**config.mk**
```make
export PLATFORM = sky130hd
export DESIGN_NAME = fifo_pack
export DESIGN_NICKNAME = d
export VERILOG_FILES = /design/src/rtl/fifo_pack_pkg.sv /design/src/rtl/fifo_pack_mem.sv /design/src/rtl/fifo_pack.sv
export SDC_FILE = /design/constraint.sdc
export NUM_CORES = 1
export LEC_CHECK = 0
export CAP_MARGIN = 20
export CORE_ASPECT_RATIO = 2
export CORE_MARGIN = 1
export CORE_UTILIZATION = 50
export DETAILED_ROUTE_END_ITERATION = 6
export DONT_BUFFER_PORTS = 1
export GPL_TIMING_DRIVEN = 1
export PLACE_DENSITY_LB_ADDON = 0.05
export SLEW_MARGIN = 20
export SYNTH_ARGS = -nofsm -noshare
export SYNTH_HDL_FRONTEND = slang
export SYNTH_HIERARCHICAL = 1
export SYNTH_SLANG_ARGS = --single-unit
```
**constraint.sdc**
```tcl
create_clock -name clk -period 16.1 [get_ports clk]
set_clock_uncertainty 0.15 [all_clocks]
set_input_delay 1.61 -clock clk [delete_from_list [all_inputs] [get_ports clk]]
set_output_delay 1.61 -clock clk [all_outputs]
set_load 0.02 [all_outputs]
```
**src/rtl/fifo_pack_pkg.sv**
```systemverilog
// Shared constants and pointer helpers for the packed-read FIFO.
// Depth 4, 64-bit entries, 3-bit pointers (2-bit index plus wrap bit).
package fifo_pack_pkg;

    localparam int FIFO_PACK_DEPTH = 4;
    localparam int FIFO_PACK_DW    = 64;
    localparam int FIFO_PACK_PW    = 3;
    localparam int FIFO_PACK_AW    = 2;

    typedef logic [FIFO_PACK_PW-1:0] ptr_t;
    typedef logic [FIFO_PACK_AW-1:0] idx_t;
    typedef logic [FIFO_PACK_DW-1:0] data_t;

    function automatic idx_t ptr_idx(input ptr_t p);
        return p[FIFO_PACK_AW-1:0];
    endfunction

endpackage

```
**src/rtl/fifo_pack_mem.sv**
```systemverilog
// 4x64 register file: one write port, two combinational read ports.
// Contents are intentionally not reset.
module fifo_pack_mem
    import fifo_pack_pkg::*;
(
    input  logic  clk,
    input  logic  we_i,
    input  idx_t  waddr_i,
    input  data_t wdata_i,
    input  idx_t  raddr0_i,
    input  idx_t  raddr1_i,
    output data_t rdata0_o,
    output data_t rdata1_o
);

    data_t mem_q [FIFO_PACK_DEPTH];

    // Store the write data into the addressed entry.
    always_ff @(posedge clk) begin
        if (we_i) begin
            mem_q[waddr_i] <= wdata_i;
        end
    end

    assign rdata0_o = mem_q[raddr0_i];
    assign rdata1_o = mem_q[raddr1_i];

endmodule

```
**src/rtl/fifo_pack.sv**
```systemverilog
// 4-entry FIFO with single or double (packed 128-bit) pops.
// Define HWPE_FIFO_PACK_CNT_EN to expose the occupancy count on cnt.
module fifo_pack
    import fifo_pack_pkg::*;
(
    input  logic                     clk,
    input  logic                     rst,
    input  logic                     wen,
    input  logic [FIFO_PACK_DW-1:0]  wd,
    output logic                     full,
    input  logic                     ren,
    input  logic                     r2entry,
    output logic [2*FIFO_PACK_DW-1:0] rd,
    output logic                     empty,
    output logic                     avail2
`ifdef HWPE_FIFO_PACK_CNT_EN
    ,
    output logic [FIFO_PACK_PW-1:0]  cnt
`endif
);

    ptr_t  wp_q, wp_d;
    ptr_t  rp_q, rp_d;
    ptr_t  count;
    ptr_t  rp_nxt;
    logic  pop1, pop2, rd_acc, wr_acc;
    data_t rdata0, rdata1;

    assign count  = wp_q - rp_q;
    assign full   = (count == ptr_t'(FIFO_PACK_DEPTH));
    assign empty  = (count == '0);
    assign avail2 = (count >= ptr_t'(2));
    assign rp_nxt = rp_q + ptr_t'(1);

`ifdef HWPE_FIFO_PACK_CNT_EN
    assign cnt = count;
`endif

    // A double pop needs two entries; otherwise it acts as no read at all.
    always_comb begin
        pop1   = ren & ~r2entry & ~empty;
        pop2   = ren & r2entry & avail2;
        rd_acc = pop1 | pop2;
        wr_acc = wen & (~full | rd_acc);
        wp_d   = wp_q + ptr_t'(wr_acc);
        rp_d   = rp_q;
        if (pop2) begin
            rp_d = rp_q + ptr_t'(2);
        end else if (pop1) begin
            rp_d = rp_nxt;
        end
    end

    // Pointer registers; reset wins over any concurrent request.
    always_ff @(posedge clk) begin
        if (rst) begin
            wp_q <= '0;
            rp_q <= '0;
        end else begin
            wp_q <= wp_d;
            rp_q <= rp_d;
        end
    end

    fifo_pack_mem u_mem (
        .clk      (clk),
        .we_i     (wr_acc & ~rst),
        .waddr_i  (ptr_idx(wp_q)),
        .wdata_i  (wd),
        .raddr0_i (ptr_idx(rp_q)),
        .raddr1_i (ptr_idx(rp_nxt)),
        .rdata0_o (rdata0),
        .rdata1_o (rdata1)
    );

    // Zero-latency output; unheld lanes read as zero.
    always_comb begin
        rd = '0;
        if (!empty) begin
            rd[FIFO_PACK_DW-1:0] = rdata0;
        end
        if (avail2) begin
            rd[2*FIFO_PACK_DW-1:FIFO_PACK_DW] = rdata1;
        end
    end

endmodule

```
; ---- Yosys cells after proc, flatten, opt, wreduce, memory -nomap -nowiden
; Memories as Yosys holds them, arrays and structs flattened. A register that Yosys moved wholly into a read port is not among the register bits.
; Index checks and enable logic that the tools add are counted.
; Widths: inputs -> output; s select.
[totals]
register_bits = 6
ram_bits = 256
elab_cells = 31
memories = 1
[classes]
addsub = 4
order_cmp = 1
eq_ne = 1
mux = 8
bitwise = 12
n_reduce_logical = 2
[mem_list]
columns = name, words, word_bits, rd, rd_clocked_by_memory_dff, write_ports, line_no
row1 = u_mem.mem_q, 4, 64, 2, 1, 1, fifo_pack_mem.sv:16  ; data_t mem_q [FIFO_PACK_DEPTH];
[ops]
columns = cell, count
row1 = $mux 64, 2
row2 = $and 1x1->1, 6
row3 = $mux 3, 2
row4 = $mux 2, 2
row5 = $not 1->1, 4
row6 = $add 3x1->3, 1
row7 = $add 3x1->3 const B, 1
row8 = $add 3x2->3 const B, 1
row9 = $eq 3x3->1 const B, 1
row10 = $ge 3x2->1 const B, 1
row11 = $logic_not 3->1, 1
row12 = $sub 3x3->3, 1
row13 = $mux 1, 2
row14 = $or 1x1->1, 2
row15 = $reduce_bool 2->1, 1

; ---- Logic depth before layout (Yosys ltp)
; Gate-level depths: netlist of the first run.
[depth]
word_depth = 10
depth_mapped = 11
mapped_depth_nobuf = 11

; ---- Hierarchy
; The synthesis of the first run kept the hierarchy.
[modules_own_cells]
columns = module, instances, cells_each, area_each_um2, seq_area_each_um2
row1 = fifo_pack_mem, 1, 416, 10964.3, 7687.4
row2 = fifo_pack, 1, 186, 1288.7, 120.1

; ---- Worst setup path before layout of the first run
; Ideal clock, no wire load.
[synth_path]
path_kind = input to register
start = input ren
end = memory u_mem/mem_q[0][0] (netlist name), enable pin
setup_time_ns = 0.578
arrival_time_ns = 6.630
path_slack_ns = 8.742
cell_stages = 3
path_cell_list = o21a_1 > nor2b_1 > nor3b_1
[synth_between]
elab_chain_cells = 8
word_cells_on_any_way = 10
classes_between = mux (2) / bitwise (8)
[synth_lines]
columns = element, line_no
row1 = start: declaration, fifo_pack.sv:11  ; input logic ren,
row2 = "$and 1x1->1, on equally long branches (2 in a row)", "fifo_pack.sv:41, fifo_pack.sv:42"
row3 = $or 1x1->1 *, fifo_pack.sv:43  ; rd_acc = pop1 | pop2;
row4 = $or 1x1->1 *, fifo_pack.sv:44  ; wr_acc = wen & (~full | rd_acc);
row5 = $and 1x1->1 *, fifo_pack.sv:44
row6 = $and 1x1->1 *, fifo_pack.sv:67  ; .we_i (wr_acc & ~rst),
row7 = $mux 1 *, fifo_pack_mem.sv:20  ; if (we_i) begin
row8 = $mux 1 (implied by the code) *, fifo_pack_mem.sv:21  ; mem_q[waddr_i] <= wdata_i;
row9 = end: declaration, fifo_pack_mem.sv:16
; Mark *: on every way between the ends. The rest lies on a longest branch, timed or not.

; ---- Final worst setup path of the first run
[layout_path]
start = register rp_q[0]
end = output rd[67]
[layout_between]
elab_chain_cells = 3
word_cells_on_any_way = 5
classes_between = add/sub (2) / order compare (1) / mux (1) / memory (1)
[layout_lines]
columns = element, line_no
row1 = start: declaration, fifo_pack.sv:23  ; ptr_t rp_q, rp_d;
row2 = start signal: assignment, fifo_pack.sv:61  ; rp_q <= rp_d;
row3 = $add 3x1->3, fifo_pack.sv:33  ; assign rp_nxt = rp_q + ptr_t'(1);
row4 = named net rp_nxt[0], fifo_pack.sv:25  ; ptr_t rp_nxt;
row5 = $mem_v2 4x64, --
row6 = named net rdata1[3], fifo_pack.sv:27  ; data_t rdata0, rdata1;
row7 = $mux 64, fifo_pack.sv:82  ; if (avail2) begin
row8 = end: declaration, fifo_pack.sv:13  ; output logic [2*FIFO_PACK_DW-1:0] rd,
; The timed path passes the listed nets, and every way through them passes these cells.

==> results of run 1 <==
stage by stage:
step                cells  hold WS [ps]
floorplan             602           359
global placement      856           396
detailed placement    856           410
CTS                   899           427
global route          899           441
finish                899           412
synthesized netlist by cell type:
library cell	number
mux2_2	1
o32ai_1	1
buf_4	2
or3_1	1
buf_12	12
mux2i_1	1
xnor2_1	1
fa_1	1
and2b_1	1
and3_1	1
dfxtp_1	6
nor3b_1	1
nand2b_1	3
nand3_1	1
buf_2	19
xnor3_2	1
a2111oi_2	1
clkbuf_1	4
ha_1	4
nor3_1	1
and3b_1	2
o21ai_0	1
edfxtp_1	256
inv_1	7
nand2_1	1
mux4_1	8
mux4_2	120
buf_6	2
a21oi_1	1
buf_1	1
nor2b_1	131
clkbuf_2	2
nor2_1	3
nor2_4	2
o31a_1	1
o21a_1	1
logic make-up (layout without fill, tap and decap cells):
logic type	count (synthesis)	in the layout	share of synthesized area, %
DFF	262	262	63.7
muxes	130	130	23.9
adders and majority gates	5	5	0.572
xor gates and xnor gates	2	2	0.265
AOI/OAI and AO/OA	6	6	0.408
buffers and inverters	49	59	3.49
and+or+nand+nor	148	148	7.60
how the worst max path moves through the flow:
stage	endpoint	from	depth (start not counted)	slack (ps)
2_1_floorplan	u_mem/mem_q[0][0]	ren	3	8740
3_3_place_gp	rd[122]	rp_q[0]	5	10820
3_5_place_dp	rd[75]	rp_q[0]	5	10790
4_1_cts	rd[75]	rp_q[0]	5	10210
5_1_grt	rd[67]	rp_q[0]	5	10100
6_report	rd[67]	rp_q[0]	5	10500
sequential cells by signal (all words and copies together) (netlist names):
name and count:
wp_q 3, rp_q 3, u_mem/mem_q 256
routing by layer:
layer,vias up,share of wire [%],track usage [%]
met3,35,7.5,5.90
met4,0,2.4,6.92
li1,2444,-,-
met1,3052,33,21.8
met2,199,57,42.2
met5,-,0,0
worst max-delay path, cell delays in order, from the launching register on:
cell and delay, ps:
dfxtp_4 840, buf_4 700, inv_4 430, buf_4 470, mux4_2 430, nor2b_1 410
power groups by stage:
stage          Clock, mW  Combinational (mW)  Sequential, mW
2_1_floorplan          0               0.839           0.816
3_3_place_gp           0               0.969           0.827
3_5_place_dp           0               0.975           0.831
4_1_cts            0.593               0.977           0.816
5_1_grt            0.613                1.01           0.820
6_report           0.575               0.952           0.815
layout make-up:
| type | count | area, µm² |
|---|---|---|
| fillers | 1829 | 10800 |
| flip-flops and latches | 262 | 7820 |
| multi-input cells | 291 | 4050 |
| clock buffers | 30 | 644 |
| well taps | 287 | 359 |
| clock inverters | 13 | 145 |
| repair buffers | 9 | 67.6 |
| inverters | 7 | 28.8 |
==> key figures, run 1 <==
Clock tree
  – Gates resized, CTS repair: 0
  – CTS root buf: clkbuf_16
  – Max clock buf depth: 3
  – Post-CTS Setup Inserts: 0
  – Worst-path clk slew: 60 ps
  – H-tree levels: 1
  – Num CTS Buffers: 24
  – Post-CTS Hold Buffers: 0
  – Later-pin clock latency in the skew report: 520 ps
  – CTS tree: built
  – CTS sink cnt: 262

Route
  – DRC: 0
  – DR WL/cell: 29.0 µm
  – Antenna-violating nets left: 0
  – Via count: 5,730
  – Routed WL: 26,100 µm
  – First-pass iteration count of the detailed router: 4
  – Via-to-Cell Ratio: about 6.4
  – Initial DRC count: 267

Global routing
  – First-pass GRT wire length: 40,000 µm
  – Antenna violations before repair: 0
  – Vias in the first global route: 6,708
  – Total grt overflow: 0
  – Total GRT Usage: 21.7%
  – Largest net degree at the start of global routing: 69

Timing
  – Tightest Pin Transition: 1100 ps
  – Setup ws final: 10,500 ps
  – Slew HR: roughly a quarter
  – Final hold vios: 0
  – Crit path time final: 5600 ps
  – Setup TNS: 0 ps
  – Slew Limit Fails: 0
  – Max Fclk: 0.178 GHz
  – # setup viols final: 0
  – Final period utilization: 34.8%
  – RSZ-0062 raised after global routing: false

Power
  – Net Sw Power: 0.929 mW
  – Clock network power share: 24.6%
  – P_leak: 4.03 nW
  – Power per Cell Area: 179 nW/µm²
  – Total chip power: 2.34 mW
  – Combinational fraction of design power: 40.6%
  – Internal: 1.41 mW
  – Reg power frac: 34.8%
  – Net Sw Frac: between 30% and 40%
  – Worst IR Drop VDD: 0.143 mV

Min path
  – Hold path depth: 2
  – Hold_sp: wp_q[2]
  – Hold Path End: wp_q[2]
  – Worst hold path type: reg2reg

Critical path
  – Reg2Reg Capture Point: u_mem/mem_q[2][34]
  – WS Path Type: reg2out
  – Req. time, crit path: 14,340 ps
  – Setup crit start kind: register
  – Worst Path Arrival: 3840 ps
  – RR Startpoint: rp_q[0]
  – Worst Path Max Fanout: 35
  – Kind of end point of the critical path: output pin
  – FF-to-FF setup slack: 11,810 ps
  – Worst r2r path cells: 9

Floorplanning
  – Area of the core: approximately 24,000 µm²
  – IO Pins: 200
  – Die height: around 220 µm
  – Die Area: 25,200 µm²
  – Initial Utilization: 51.2%
  – FP Rows: 80
  – Die width: 113 µm

Placed design
  – GPL Wtd Cong: 0.722
  – Dpl hpwl: 15,900 µm
  – Cell area after placement: 12,300 µm²
  – Place WS: 10,790 ps
  – Port Buf Inserts: 0

Synth
  – Synth top area share: 62.7%
  – Netlist cell types: 36
  – Number of synthesized register bits: 262
  – Syn. warnings: 6
  – Avg Synthesized Cell Area: 20.4 µm²
  – Synth Instances: 602
  – Area leader, netlist: edfxtp_1
  – Net Count, Synth: 676
  – Sequential area share after synthesis: 63.7%
  – Post-Synthesis Cell Area: 12,300 µm²
  – Synth top area cells: edfxtp_1 63%, mux4_2 22%, nor2b_1 6.7%

Finish
  – Most frequent cells in the layout: 256 x edfxtp_1, 131 x nor2b_1, 120 x mux4_2
  – Utilization after layout: 54.8%
  – Post-route cell area: around 13,000 µm²
  – Ant diodes: 0
  – Nets: 669
  – Layout cells sized above 1: 28.9%
  – Area added between synthesis and finish: 6.97%
  – Most common cell after layout, fill and taps aside: edfxtp_1

Run status
  – Status: finished, final reports clean

Flow run
  – Max_cap viols: 0
Note: power is estimated with default switching activity, not from simulation.
==> run 2: changes to the inputs <==
- clock period: 16.1 -> 5.54 ns (I/O delays scaled with it)
==> run 2 against run 1 <==
Non-clock buffer count up 69. Final area up 5.5%. Worst hold slack worse by 300 ps. Sequential share of layout area down 3.1 points. Worst setup slack worse by 9500 ps. Combinational power rose to 3.1 times the previous value. Flip-flop and latch count unchanged. Global-route usage down 0.14 points. Via count up 5.1%. Largest cell class unchanged. Highest routed layer unchanged.
==> key figures, run 2 (same netlist as run 1, synthesis figures left out) <==
Clock tree
  – CTS tree: built
  – Num CTS Buffers: 24 (unchanged)
  – CTS root buf: clkbuf_16
  – H-tree levels: 1 (unchanged)
  – Max clock buf depth: 3 (unchanged)
  – Worst-path clk slew: 70 ps (about the same)
  – Gates resized, CTS repair: 0 (unchanged)
  – CTS sink cnt: 262 (unchanged)
  – Later-pin clock latency in the skew report: 520 ps (about the same)

Min path
  – Worst hold path type: in2reg
  – Hold_sp: rst
  – Hold path depth: 2 (unchanged)
  – Hold Path End: rp_q[2]

Finish
  – Utilization after layout: 57.8% (+3.0 points)
  – Most frequent cells in the layout: 256 x edfxtp_1, 131 x nor2b_1, 120 x mux4_2
  – Layout cells sized above 1: 26.1% (-2.8 points)
  – Largest register FFs: 256 (unchanged)
  – Post-route cell area: 13,800 µm² (+5.5%)
  – Largest regs: u_mem/mem_q x256, rp_q x3, wp_q x3
  – Area added between synthesis and finish: 12.9%
  – Largest Register: u_mem/mem_q
  – Most common cell after layout, fill and taps aside: edfxtp_1
  – Nets: 738 (+10%)
  – Final cell count without fillers: 970 (+7.9%)

Critical path
  – Setup crit start kind: register
  – Kind of end point of the critical path: output pin
  – Worst Path Max Fanout: 65 (+86%)
  – FF-to-FF setup slack: 1550 ps (-10,260 ps)
  – Reg2Reg Capture Point: u_mem/mem_q[0][47]
  – Worst Path Arrival: 3850 ps (about the same)
  – Req. time, crit path: 4840 ps (-9500 ps)
  – Worst r2r path cells: 9 (unchanged)
  – RR Startpoint: rp_q[0]
  – CP startpoint: rp_q[0]
  – WS Path Type: reg2out

Timing
  – # setup viols final: 0 (unchanged)
  – Crit path time final: approximately 4600 ps
  – Setup ws final: 988 ps (-9510 ps)
  – RSZ-0062 raised after global routing: false
  – Final hold vios: 0 (unchanged)
  – Slew HR: 27.3% (+0.85 points)
  – Setup TNS: 0 ps (unchanged)
  – Max Fclk: 0.220 GHz
  – WHS: 110 ps (-302 ps)
  – Tightest Pin Transition: 1090 ps (-12.7 ps)
  – Final period utilization: 82.2%
  – Slew Limit Fails: 0 (unchanged)

Route
  – First-pass iteration count of the detailed router: 4 (unchanged)
  – DR WL/cell: 27.2 µm (-6.4%)
  – Via-to-Cell Ratio: 6.21 (-2.5%)
  – Initial DRC count: 288 (+7.9%)
  – Via count: 6,025 (+5.1%)
  – Antenna-violating nets left: 0 (unchanged)
  – DRC: 0 (unchanged)
  – Routed WL: 26,300 µm (+1.0%)

Placed design
  – GPL Wtd Cong: 0.683 (-5.3%)
  – Port Buf Inserts: 0 (unchanged)
  – Dpl hpwl: 15,600 µm (-1.7%)
  – Place WS: 1370 ps (-9420 ps)
  – Cell area after placement: 12,400 µm² (+0.54%)
  – Cell total after placement: 859 (+0.35%)

Power
  – Power per Cell Area: 500 nW/µm² (+180%)
  – Total chip power: 6.92 mW (+200%)
  – Clock network power share: 23.9% (-0.7 points)
  – P_leak: 4.33 nW (+7.4%)
  – Internal: 4.18 mW (+200%)
  – Net Sw Power: 2.74 mW (+190%)
  – Reg power frac: 34.1% (-0.7 points)
  – Worst IR Drop VDD: 0.317 mV (+120%)
  – Combinational fraction of design power: 42.1% (+1.5 points)
  – Net Sw Frac: 39.6% (-0.079 points)

Global routing
  – Largest net degree at the start of global routing: 70 (+1.4%)
  – Vias in the first global route: 6,795 (+1.3%)
  – Antenna violations before repair: 2 (+2)
  – Total GRT Usage: 21.6% (-0.14 points)
  – Total grt overflow: 0 (unchanged)
  – First-pass GRT wire length: 40,100 µm (+0.36%)

Floorplanning
  – Die width: 113 µm (unchanged)
  – Die Area: 25,200 µm² (unchanged)
  – FP Rows: 80 (unchanged)
  – Die height: 223 µm (unchanged)
  – IO Pins: 200 (unchanged)
  – Area of the core: 23,900 µm² (unchanged)
  – Initial Utilization: 51.2% (unchanged)

Flow run
  – Max_cap viols: 0 (unchanged)

Run status
  – Status: finished, final reports clean
[run 2: worst max-delay path, cell delays in order, from the launching register on]
cell     delay (ps)
dfxtp_4         680
buf_4           820
ha_4            960
mux4_2          350
nor2b_1         450
[run 2: worst max path at each step]
stage / endpoint / cells after the start
2_1_floorplan: u_mem/mem_q[0][0] / 8
3_3_place_gp: rd[101] / 4
3_5_place_dp: rd[67] / 4
4_1_cts: rd[115] / 4
5_1_grt: rd[105] / 4
6_report: rd[99] / 4
[run 2: area by class of cell]
class | count | area, µm²
Antenna cell | 2 | 5.00
Clock buffer | 31 | 648
Clock inverter | 12 | 133
Fill cell | 1806 | 10100
Inverter | 7 | 28.8
Multi-Input combinational cell | 291 | 4050
Sequential cell | 262 | 7820
Tap cell | 287 | 359
Timing Repair Buffer | 78 | 788
[run 2: repair_timing]
action | CTS | global route
setup buffers | 0 | 0
hold buffers | 66 | 0
endpoints found under the hold margin | 261 | 0
[run 2: power groups by stage]
stage	Sequential [mW]	Clock [mW]	Combinational [mW]
floorplan	2.37	0	2.44
global placement	2.39	0	2.88
detailed placement	2.40	0	2.90
CTS	2.36	1.70	2.97
global route	2.37	1.76	3.07
finish	2.36	1.65	2.91
[run 2: routing by layer]
layer | share of wire [%] | track usage [%] | up-vias
met2 | 57 | 40.5 | 163
li1 | - | - | 2593
met4 | 2.2 | 6.45 | 0
met1 | 37 | 24.8 | 3234
met3 | 4.6 | 3.67 | 35
met5 | 0 | 0 | -
==> run 3: changes to the inputs <==
- clock period: 5.54 -> 4.7 ns (I/O delays scaled with it)
==> run 3 against run 2 <==
First-iteration DRC count rose by 20%. Final area increased by 0.13%. Critical path depth up 3. Sequential power grew 17%. Routed wire length grew 1.8%. Count of clock-buffer cells in the layout decreased by 2. Largest power group unchanged. Highest routed layer unchanged. Via count rose by 1.1%. Largest cell class unchanged. Clock power grew 16%. Register-to-register slack got worse by 530 ps.
==> key figures, run 3 (same netlist as run 1, synthesis figures left out) <==
Critical path
  – FF-to-FF setup slack: 1020 ps (-530 ps)
  – CP peak stage delay: 610 ps (-350 ps)
  – Crit-path cells: ha_1 > inv_1 > fa_1 > nand2b_1 > nor2_4 > buf_4 > and2b_1
  – Worst Path Max Fanout: 41 (-37%)
  – RR Startpoint: rp_q[0]
  – Worst r2r path cells: 9 (unchanged)
  – CP max-delay cell: dfxtp_4
  – Setup crit start kind: register
  – Kind of end point of the critical path: output pin
  – Worst Path Arrival: 3110 ps (-740 ps)
  – Reg2Reg Capture Point: u_mem/mem_q[3][40]
  – WS Path Type: reg2out
  – Req. time, crit path: 4080 ps (-760 ps)

Floorplanning
  – Initial Utilization: 51.2% (unchanged)
  – Die width: 113 µm (unchanged)
  – FP Rows: 80 (unchanged)
  – Area of the core: 23,900 µm² (unchanged)
  – Die height: 223 µm (unchanged)
  – IO Pins: 200 (unchanged)
  – Die Area: 25,200 µm² (unchanged)

Timing
  – Final period utilization: between 70% and 80%
  – Tightest Pin Transition: 1040 ps (-53.5 ps)
  – Setup ws final: 967 ps (-21.4 ps)
  – Max Fclk: 0.268 GHz
  – Final hold vios: 0 (unchanged)
  – Slew HR: 30.9% (+3.6 points)
  – Crit path time final: 3730 ps
  – # setup viols final: 0 (unchanged)
  – RSZ-0062 raised after global routing: false
  – Slew Limit Fails: 0 (unchanged)
  – Setup TNS: 0 ps (unchanged)

Finish
  – Nets: 741 (+0.41%)
  – Largest regs: u_mem/mem_q x256, rp_q x3, wp_q x3
  – Layout cells sized above 1: 26.8% (+0.62 points)
  – Utilization after layout: 57.9% (+0.073 points)
  – Post-route cell area: 13,800 µm² (+0.13%)
  – Most common cell after layout, fill and taps aside: edfxtp_1
  – Largest register FFs: 256 (unchanged)
  – Most frequent cells in the layout: 256 x edfxtp_1, 131 x nor2b_1, 120 x mux4_2
  – Area added between synthesis and finish: 13.0%
  – Largest Register: u_mem/mem_q

Clock tree
  – Later-pin clock latency in the skew report: 520 ps (about the same)
  – CTS root buf: clkbuf_16
  – Worst-path clk slew: 70 ps (about the same)
  – Gates resized, CTS repair: 0 (unchanged)
  – Num CTS Buffers: 23 (-4.2%)
  – Max clock buf depth: 3 (unchanged)
  – CTS sink cnt: 262 (unchanged)
  – CTS tree: built
  – H-tree levels: 1 (unchanged)

Min path
  – Worst hold path type: in2reg
  – Hold_sp: rst
  – Hold path depth: 2 (unchanged)
  – Hold Path End: rp_q[2]

Power
  – P_leak: 4.34 nW (+0.28%)
  – Reg power frac: 34.2% (about the same)
  – Internal: 4.87 mW (+17%)
  – Clock network power share: 23.7% (-0.2 points)
  – Power per Cell Area: 586 nW/µm² (+17%)
  – Worst IR Drop VDD: 0.418 mV (+32%)
  – Net Sw Power: 3.24 mW (+18%)
  – Combinational fraction of design power: 42.1% (about the same)
  – Total chip power: 8.11 mW (+17%)
  – Net Sw Frac: 40.0% (+0.36 points)

Route
  – DR top layer: met4
  – Wire length on met1: 9590 µm (-0.36%)
  – Antenna-violating nets left: 0 (unchanged)
  – DR WL/cell: 27.6 µm (+1.6%)
  – Via-to-Cell Ratio: 6.27 (+0.94%)
  – Initial DRC count: 346 (+20%)
  – Via count: 6,094 (+1.1%)
  – DRC: 0 (unchanged)
  – Metal2 WL: 14,900 µm (about the same)
  – Met3 WL: 1560 µm (+28%)
  – Routed WL: 26,800 µm (+1.8%)
  – First-pass iteration count of the detailed router: 4 (unchanged)

Global routing
  – Antenna violations before repair: 1 (-1)
  – Vias in the first global route: 6,862 (+0.99%)
  – Largest net degree at the start of global routing: 69 (-1.4%)
  – First-pass GRT wire length: 40,400 µm (+0.83%)
  – Total GRT Usage: 21.9% (+0.28 points)
  – Total grt overflow: 0 (unchanged)

Placed design
  – Cell area after placement: 12,400 µm² (+0.24%)
  – Place WS: 986 ps (-384 ps)
  – Port Buf Inserts: 0 (unchanged)
  – GPL Wtd Cong: 0.755 (+10%)
  – Dpl hpwl: 16,300 µm (+4.4%)

Run status
  – Status: finished, final reports clean

Flow run
  – Max_cap viols: 0 (unchanged)
## run 3: cell types whose count changed in the layout (fill, tap and decap cells not counted), sizes merged
cell / change
buf: +4
clkbuf: -2
diode: -1
inv: +1
## run 3: how the worst max path moves through the flow
stage,from,endpoint,slack [ps],cells after the start
detailed placement,rp_q[0],u_mem/mem_q[3][15],990,9
floorplan,rp_q[0],u_mem/mem_q[0][0],680,8
finish,rp_q[0],rd[61],970,7
global placement,rp_q[0],u_mem/mem_q[3][8],1070,9
CTS,rp_q[0],rd[61],910,7
global route,rp_q[0],u_mem/mem_q[3][45],770,9
## run 3: power by group through the flow
stage	Combinational (mW)	Sequential, mW	Clock (mW)
global route	3.63	2.79	2.04
CTS	3.49	2.77	1.97
detailed placement	3.41	2.83	0
finish	3.42	2.77	1.92
floorplan	2.88	2.79	0
global placement	3.39	2.82	0
## run 3: cell type report
| cell class | instances | area, µm² |
|---|---|---|
| Clock buffer | 29 | 618 |
| Multi-Input combinational cell | 291 | 4050 |
| Fill cell | 1782 | 10100 |
| Timing Repair Buffer | 82 | 822 |
| Tap cell | 287 | 359 |
| Clock inverter | 13 | 149 |
| Antenna cell | 1 | 2.50 |
| Sequential cell | 262 | 7820 |
| Inverter | 7 | 28.8 |
## run 3: layer usage
layer / vias to the layer above / track usage (%)
li1: 2592 / -
met3: 42 / 3.69
met4: 0 / 8.00
met5: - / 0
met1: 3244 / 24.5
met2: 216 / 41.0
## run 3: through the flow
step           hold WS, ps  instances
2_1_floorplan          359        602
3_3_place_gp           382        863
3_5_place_dp           384        863
4_1_cts               9.28        971
5_1_grt               32.4        972
6_report              29.9        972
## run 3: timing repair
action                                 CTS  global route
setup buffers                            0             0
endpoints found under the hold margin  261             0
hold buffers                            66             0
## run 3: worst max-delay path: cells and delay by family (launching register included)
| family | cells | cell delay, ps |
|---|---|---|
| buffers and inverters | 2 | 530 |
| AND/OR/NAND/NOR | 3 | 680 |
| flip-flops | 1 | 610 |
| adder cells (fa/ha/maj) | 2 | 740 |
